$ cat src/rtl/word_delivery.sv
// Word source for the typing game: a 16-word ROM indexed by an LFSR.
// Advances to a different word on each synchronised rising edge of wordComplete.
module word_delivery #(
  parameter int          NUM_WORDS = 16,
  parameter logic [7:0]  LFSR_SEED = 8'hA5
) (
  input  logic        clk,
  input  logic        reset,
  input  logic        wordComplete,
  output logic [19:0] currentWord
);

  localparam logic [4:0] L_A = 5'd0;
  localparam logic [4:0] L_B = 5'd1;
  localparam logic [4:0] L_C = 5'd2;
  localparam logic [4:0] L_D = 5'd3;
  localparam logic [4:0] L_E = 5'd4;
  localparam logic [4:0] L_F = 5'd5;
  localparam logic [4:0] L_G = 5'd6;
  localparam logic [4:0] L_H = 5'd7;
  localparam logic [4:0] L_I = 5'd8;
  localparam logic [4:0] L_J = 5'd9;
  localparam logic [4:0] L_K = 5'd10;
  localparam logic [4:0] L_L = 5'd11;
  localparam logic [4:0] L_M = 5'd12;
  localparam logic [4:0] L_N = 5'd13;
  localparam logic [4:0] L_O = 5'd14;
  localparam logic [4:0] L_P = 5'd15;
  localparam logic [4:0] L_R = 5'd17;
  localparam logic [4:0] L_S = 5'd18;
  localparam logic [4:0] L_T = 5'd19;
  localparam logic [4:0] L_U = 5'd20;
  localparam logic [4:0] L_W = 5'd22;
  localparam logic [4:0] L_Y = 5'd24;
  localparam logic [4:0] L_Z = 5'd25;

  localparam logic [3:0] LAST_IDX = 4'(NUM_WORDS - 1);

  // Letter 1 lands in the low bits so it is typed first.
  function automatic logic [19:0] wd(
    input logic [4:0] l1,
    input logic [4:0] l2,
    input logic [4:0] l3,
    input logic [4:0] l4
  );
    return {l4, l3, l2, l1};
  endfunction

  function automatic logic [19:0] rom(input logic [3:0] idx);
    logic [19:0] w;
    w = wd(L_C, L_O, L_D, L_E);
    case (idx)
      4'd0:  w = wd(L_C, L_O, L_D, L_E);
      4'd1:  w = wd(L_G, L_A, L_T, L_E);
      4'd2:  w = wd(L_W, L_I, L_R, L_E);
      4'd3:  w = wd(L_C, L_H, L_I, L_P);
      4'd4:  w = wd(L_B, L_I, L_T, L_S);
      4'd5:  w = wd(L_B, L_Y, L_T, L_E);
      4'd6:  w = wd(L_F, L_L, L_O, L_P);
      4'd7:  w = wd(L_N, L_A, L_N, L_D);
      4'd8:  w = wd(L_L, L_O, L_O, L_P);
      4'd9:  w = wd(L_P, L_O, L_R, L_T);
      4'd10: w = wd(L_B, L_A, L_N, L_K);
      4'd11: w = wd(L_D, L_A, L_T, L_A);
      4'd12: w = wd(L_F, L_I, L_F, L_O);
      4'd13: w = wd(L_H, L_A, L_L, L_T);
      4'd14: w = wd(L_J, L_U, L_M, L_P);
      4'd15: w = wd(L_Z, L_E, L_R, L_O);
      default: w = wd(L_C, L_O, L_D, L_E);
    endcase
    return w;
  endfunction

  logic [7:0]  r_lfsr;
  logic        r_s1;
  logic        r_s2;
  logic        r_s3;
  logic [3:0]  r_index;
  logic [19:0] r_word;

  logic        w_fb;
  logic        w_adv;
  logic [3:0]  w_cand;
  logic [3:0]  w_inc;
  logic [3:0]  w_next_idx;

  assign w_fb  = r_lfsr[7] ^ r_lfsr[5] ^ r_lfsr[4] ^ r_lfsr[3];
  assign w_adv = r_s2 & ~r_s3;

  always_comb begin
    w_cand     = r_lfsr[3:0];
    w_inc      = (r_index == LAST_IDX) ? 4'd0 : r_index + 4'd1;
    w_next_idx = w_cand;
    // Never repeat the current word.
    if (w_cand == r_index) begin
      w_next_idx = w_inc;
    end
  end

  always_ff @(posedge clk or negedge reset) begin
    if (!reset) begin
      r_lfsr  <= LFSR_SEED;
      r_s1    <= 1'b0;
      r_s2    <= 1'b0;
      r_s3    <= 1'b0;
      r_index <= 4'd0;
      r_word  <= wd(L_C, L_O, L_D, L_E);
    end else begin
      r_lfsr <= {r_lfsr[6:0], w_fb};
      r_s1   <= wordComplete;
      r_s2   <= r_s1;
      r_s3   <= r_s2;
      if (w_adv) begin
        r_index <= w_next_idx;
        r_word  <= rom(w_next_idx);
      end
    end
  end

  assign currentWord = r_word;

endmodule

$ cat config.mk
export PLATFORM = sky130hd
export DESIGN_NAME = word_delivery
export DESIGN_NICKNAME = d
export VERILOG_FILES = /design/src/rtl/word_delivery.sv
export SDC_FILE = /design/constraint.sdc
export NUM_CORES = 1
export LEC_CHECK = 0
export ABC_AREA = 1
export CAP_MARGIN = 20
export CELL_PAD_IN_SITES_DETAIL_PLACEMENT = 1
export CELL_PAD_IN_SITES_GLOBAL_PLACEMENT = 1
export CORE_MARGIN = 8
export CORE_UTILIZATION = 37
export CTS_CLUSTER_SIZE = 14
export DETAILED_ROUTE_END_ITERATION = 8
export GPL_ROUTABILITY_DRIVEN = 1
export PLACE_DENSITY_LB_ADDON = 0.1
export SETUP_SLACK_MARGIN = 0.2
export SYNTH_ARGS = -nofsm -noshare
export SYNTH_HDL_FRONTEND = slang
export SYNTH_SLANG_ARGS = --single-unit
$ cat constraint.sdc
create_clock -name clk -period 2.1 [get_ports clk]
set_clock_uncertainty 0.1 [all_clocks]
set_input_delay 0.21 -clock clk [delete_from_list [all_inputs] [get_ports clk]]
set_output_delay 0.21 -clock clk [all_outputs]
set_load 0.02 [all_outputs]
# After elaboration in Yosys (flattened, before gate mapping)
# Memories as Yosys holds them, arrays and structs flattened. A register that Yosys moved wholly into a read port is not among the register bits.
# Cells that the tools add are included.
[word_totals] reg_bits=15 output_inout_bits=20 elab_cells=17 romBits=320 n_memories=1
[memory_table] name="(name not given)" depth=16 width=20 read_ports=1 rd_clocked_by_memory_dff=1 wr=0 line_no="52" source="case (idx)"
[op_classes] eq_ne=2 n_mux=2 bitwise_logic=5 n_addsub=1 n_reduce_logical=1
[op_table] operator="two-way mux 4 bit" n=2
[op_table] operator="adder 4 x 1 -> 4 bit, second input constant" n=1
[op_table] operator="equality test 4 bit" n=1
[op_table] operator="equality test 4 bit, second input constant" n=1
[op_table] operator="bitwise XOR 1 bit" n=3
[op_table] operator="bitwise AND 1 bit" n=1
[op_table] operator="logical NOT 1 bit" n=1
[op_table] operator="inverter 1 bit" n=1

# Logic depth before layout (Yosys ltp)
[logic_depth] ltp_word=3 ltp_mapped=17 depth_no_buf=17

# Worst setup path before layout
# Ideal clock, no wire load.
[synth_timing] path_kind="reg2reg" from="register r_lfsr[2]" to="register r_word[2] (netlist: currentWord[2])" n_path_buf=0 path_stages_with_launch=15 arrival_ps=1874 setup_slack_ps=8 required_ps=1883 path_cell_list="dfstp_2 > inv_1 > nand2_1 > nand2_2 > nor2_8 > nand2_4 > nand2_1 > nand2_1 > ha_1 > inv_1 > nand3_1 > nand3_1 > nand2_1 > nand2_1 > nand2_1"
[synth_via] elab_chain_cells=2
[synth_rtl] element="start: declaration" line_no="74" source="logic [7:0] r_lfsr;"
[synth_rtl] element="start signal: assignment" line_no="109" source="r_lfsr <= {r_lfsr[6:0], w_fb};"
[synth_rtl] element="equality test 4 bit" line_no="95" source="if (w_cand == r_index) begin"
[synth_rtl] element="two-way mux 4 bit *" line_no="95"
[synth_rtl] element="end: declaration" line_no="79" source="logic [19:0] r_word;"
# Mark *: on every way between the ends. The rest lies on a longest branch, timed or not.
# A chain may end at the register's enable or synchronous reset.

# Worst setup path in the final report
[layout_timing] from="register r_lfsr[0]" to="register r_word[2] (netlist: currentWord[2])"
# The elaborated chain is that of the path after synthesis.

==> run_results.csv <==
group,metric,value,unit
floorplanning,num_rows,26,
layout,final_cell_area,3018,sq um
synthesis,synth_top_area_frac,0.3123,
synthesis,yosysTopAreaCell,"dfrtp_1",
floorplanning,io_pins,23,
synthesis,ys_ff_latch,35,
power_and_ir_drop,p_int,2616,uW
power_and_ir_drop,max-vdd-ir-drop,0.7789,mV
setup_path,crit_path_end_kind,"flip-flop",
clock_network,cts_num_sinks,35,
setup_path,arrival,2.29,ns
synthesis,synth.most_common_cell,"nand2_1",
synthesis,syn_inst,235,
floorplanning,core_area,5075,sq um
timing,min_period,2.207,ns
grt,grt.overflow.total,0,
layout,syn_to_final_growth,56.93,%
synthesis,synthTopCellsByCount,"nand2_1, nand3_1, dfrtp_1",
layout,drive_gt1_frac,0.4400,
route,drc,0,
route,wl,6920,um
timing,tns,-0.6316,ns
synthesis,synth_edf_count,0,
layout,final_nets,312,
timing,timing.final.ws_setup,-0.1074,ns
place,dp.final_hpwl,4031,um
clock_network,cts_buffers,5,
layout,n_antenna_cell,0,
floorplanning,dieArea,7761,sq um
grt,grt_pass1_wl,9722,um
place,numPortBuffers,22,
clock_network,cts_tree,"yes",
clock_network,clkLatencyLatePin,0.29,ns
timing,hold-worst-slack,0.2437,ns
route,drtIter0Drc,81,
setup_path,r2r_cells,14,
route,first_pass_iters,5,
place,placed_area,2437,sq um
clock_network,clk_pin_slew,0.07,ns
grt,grt_pass1_vias,1959,
clock_network,clock_path_buffers,2,
setup_path,path_class,"reg2reg",
power_and_ir_drop,comb_power_share,0.696,
clock_network,cts-root-buf,"clkbuf_8",
route,via_count,1896,
setup_path,critPathLaunchType,"flip-flop",
synthesis,synthFlopType,"dfrtp_1",
timing,fmax,0.4530,GHz
grt,gr-usage-all-layers,0.1628,
run_status,status,"finished with violations",
synthesis,netlist_area,1923,sq um
synthesis,ys_seq_area_frac,0.4626,
route,wire_per_inst,18.70,um
synthesis,synth-async-reset-ratio,1.000,
place,gp_congestion,0.8140,
timing,rsz0062_at_grt,"yes",
synthesis,yosysWarnings,0,
floorplanning,start_util,0.3789,
synthesis,synth_nets,248,
min_path,hp-class,"in2async",
power_and_ir_drop,pwr-share-clk,0.094,
timing,finalCritPeriodShare,1.051,
grt,grt_max_degree,36,
setup_path,worstPathMaxFanout,7,
power_and_ir_drop,netSwitchingPower,2393,uW
flow_run,maxCapViolations,0,
power_and_ir_drop,swShare,0.4778,
timing,worst_pin_slew,0.4564,ns
power_and_ir_drop,p_seq_frac,0.210,
timing,slew_headroom,0.6957,
synthesis,synth.area.top_cells,"dfrtp_1, nand2_1, dfstp_2",
timing,drv_slew,0,
setup_path,cp_data_required_time,2.19,ns
route,route.antenna.remaining_nets,0,
power_and_ir_drop,power.leakage,0.001392,uW
timing,setup_viol,12,
synthesis,avgSynthCellArea,8.183,sq um
timing,hold_viol_final,0,
grt,antenna_found_initial,0,
route,viasPerCell,5.124,
clock_network,h-tree-depth,2,
floorplanning,die_h,88.10,um
run_status,violations,"negative setup slack",
synthesis,ys_types,25,
power_and_ir_drop,pwr_density_cell,1660,nW/um^2
floorplanning,die_w,88.10,um
[per-layer routing]
metal | part of all wire | track usage | vias to the layer above
met2 | 0.50 | 0.2750 | 50
met4 | 0.022 | 0.04762 | 0
met3 | 0.034 | 0.03659 | 14
met5 | 0 | 0 | -
li1 | - | - | 882
met1 | 0.44 | 0.2011 | 950
[critical path: stages, from the launching register on]
cell and delay, ns:
dfstp_2 0.54, inv_2 0.04, nand2_2 0.07, nand2_2 0.08
nor2_4 0.22, buf_4 0.16, nand3_2 0.13, nand2_8 0.14
ha_4 0.23, inv_4 0.08, nand3_4 0.10, nand3_2 0.08
nand2_1 0.05, nand2_1 0.06, nand2_1 0.05
[through the flow]
stage / std cells / setup slack [ns] / power, uW / utilization
6_report: 370 / -0.1074 / 5010 / 0.5947
5_1_grt: 370 / -0.1806 / 5297 / 0.5947
4_1_cts: 363 / 0.05804 / 4374 / 0.5375
3_5_place_dp: 342 / -0.04922 / 3458 / 0.4803
3_3_place_gp: 342 / -0.03186 / 3417 / 0.4803
2_1_floorplan: 235 / 0.1190 / 2598 / -
[layout by cell type (no fill, tap or decap), types with 2 or more instances in the layout]
master	count
dfrtp_2	2
nand3_4	4
dfrtp_1	22
nand2_1	63
clkbuf_1	3
nand3_2	11
nor2_2	3
inv_2	6
nand3b_1	2
clkbuf_8	5
nor2_4	2
xnor2_1	2
buf_6	7
buf_4	31
nand2_4	7
o21ai_0	5
a22oi_1	2
o21ai_1	3
nand2_2	17
inv_4	4
ha_2	2
clkdlybuf4s50_1	22
a21oi_1	2
o211ai_1	4
nor2_1	8
dfstp_2	11
ha_4	7
inv_1	10
nor2_8	2
nand3_1	17
nand2_8	6
[registers in the layout, indices dropped and copies added, names as in the netlist]
signal / flops
currentWord: 20
r_index: 4
r_lfsr: 8
r_s1: 1
r_s2: 1
r_s3: 1
[worst paths after layout]
path | start | to | slack [ns]
worst max-delay path | r_lfsr[0] | currentWord[2] | -0.11
worst min register to register | r_lfsr[6] | r_lfsr[7] | 0.26
min in group clk | r_lfsr[6] | r_lfsr[7] | 0.26
max in group asynchronous | reset | r_lfsr[2] | 1.30
worst min-delay path | reset | r_lfsr[6] | 0.24
worst max register to register | r_lfsr[0] | currentWord[2] | -0.11
[kinds of logic (layout without fill, tap and decap cells)]
logic type               after synthesis  count (layout)  synth area share
buffers and inverters                 28              92           0.06246
AO/OA/AOI/OAI                         18              18           0.05855
flip-flops                            35              35            0.4626
XOR/XNOR                               3               3           0.01367
adder cells (fa/ha/maj)               10              10           0.06506
AND/OR/NAND/NOR                      141             142            0.3377
[timing repair]
| item | 4_1_cts | 5_1_grt |
|---|---|---|
| gates resized for setup | 35 | 51 |
| cloned | 1 | 0 |
| setup buffers | 12 | 7 |
| hold buffers | 0 | 0 |
| pin swaps | 20 | 23 |
| setup endpoints to repair | 21 | 22 |
[area by class of cell]
| type | instances | area [sq um] |
|---|---|---|
| repair buffers | 61 | 546.8 |
| well taps | 70 | 87.58 |
| multi-input cells | 173 | 1303 |
| fillers | 590 | 2057 |
| flip-flops and latches | 35 | 892.1 |
| clock buffers | 8 | 80.08 |
| inverters | 23 | 108.9 |
[power by group through the flow]
stage	clock (uW)	sequential (uW)	combinational (uW)
2_1_floorplan	0	1220	1380
3_3_place_gp	0	1040	2380
3_5_place_dp	0	1050	2410
4_1_cts	490	1040	2840
5_1_grt	509	1080	3710
6_report	471	1050	3490
No activity file was read; power rests on OpenSTA's default activity.
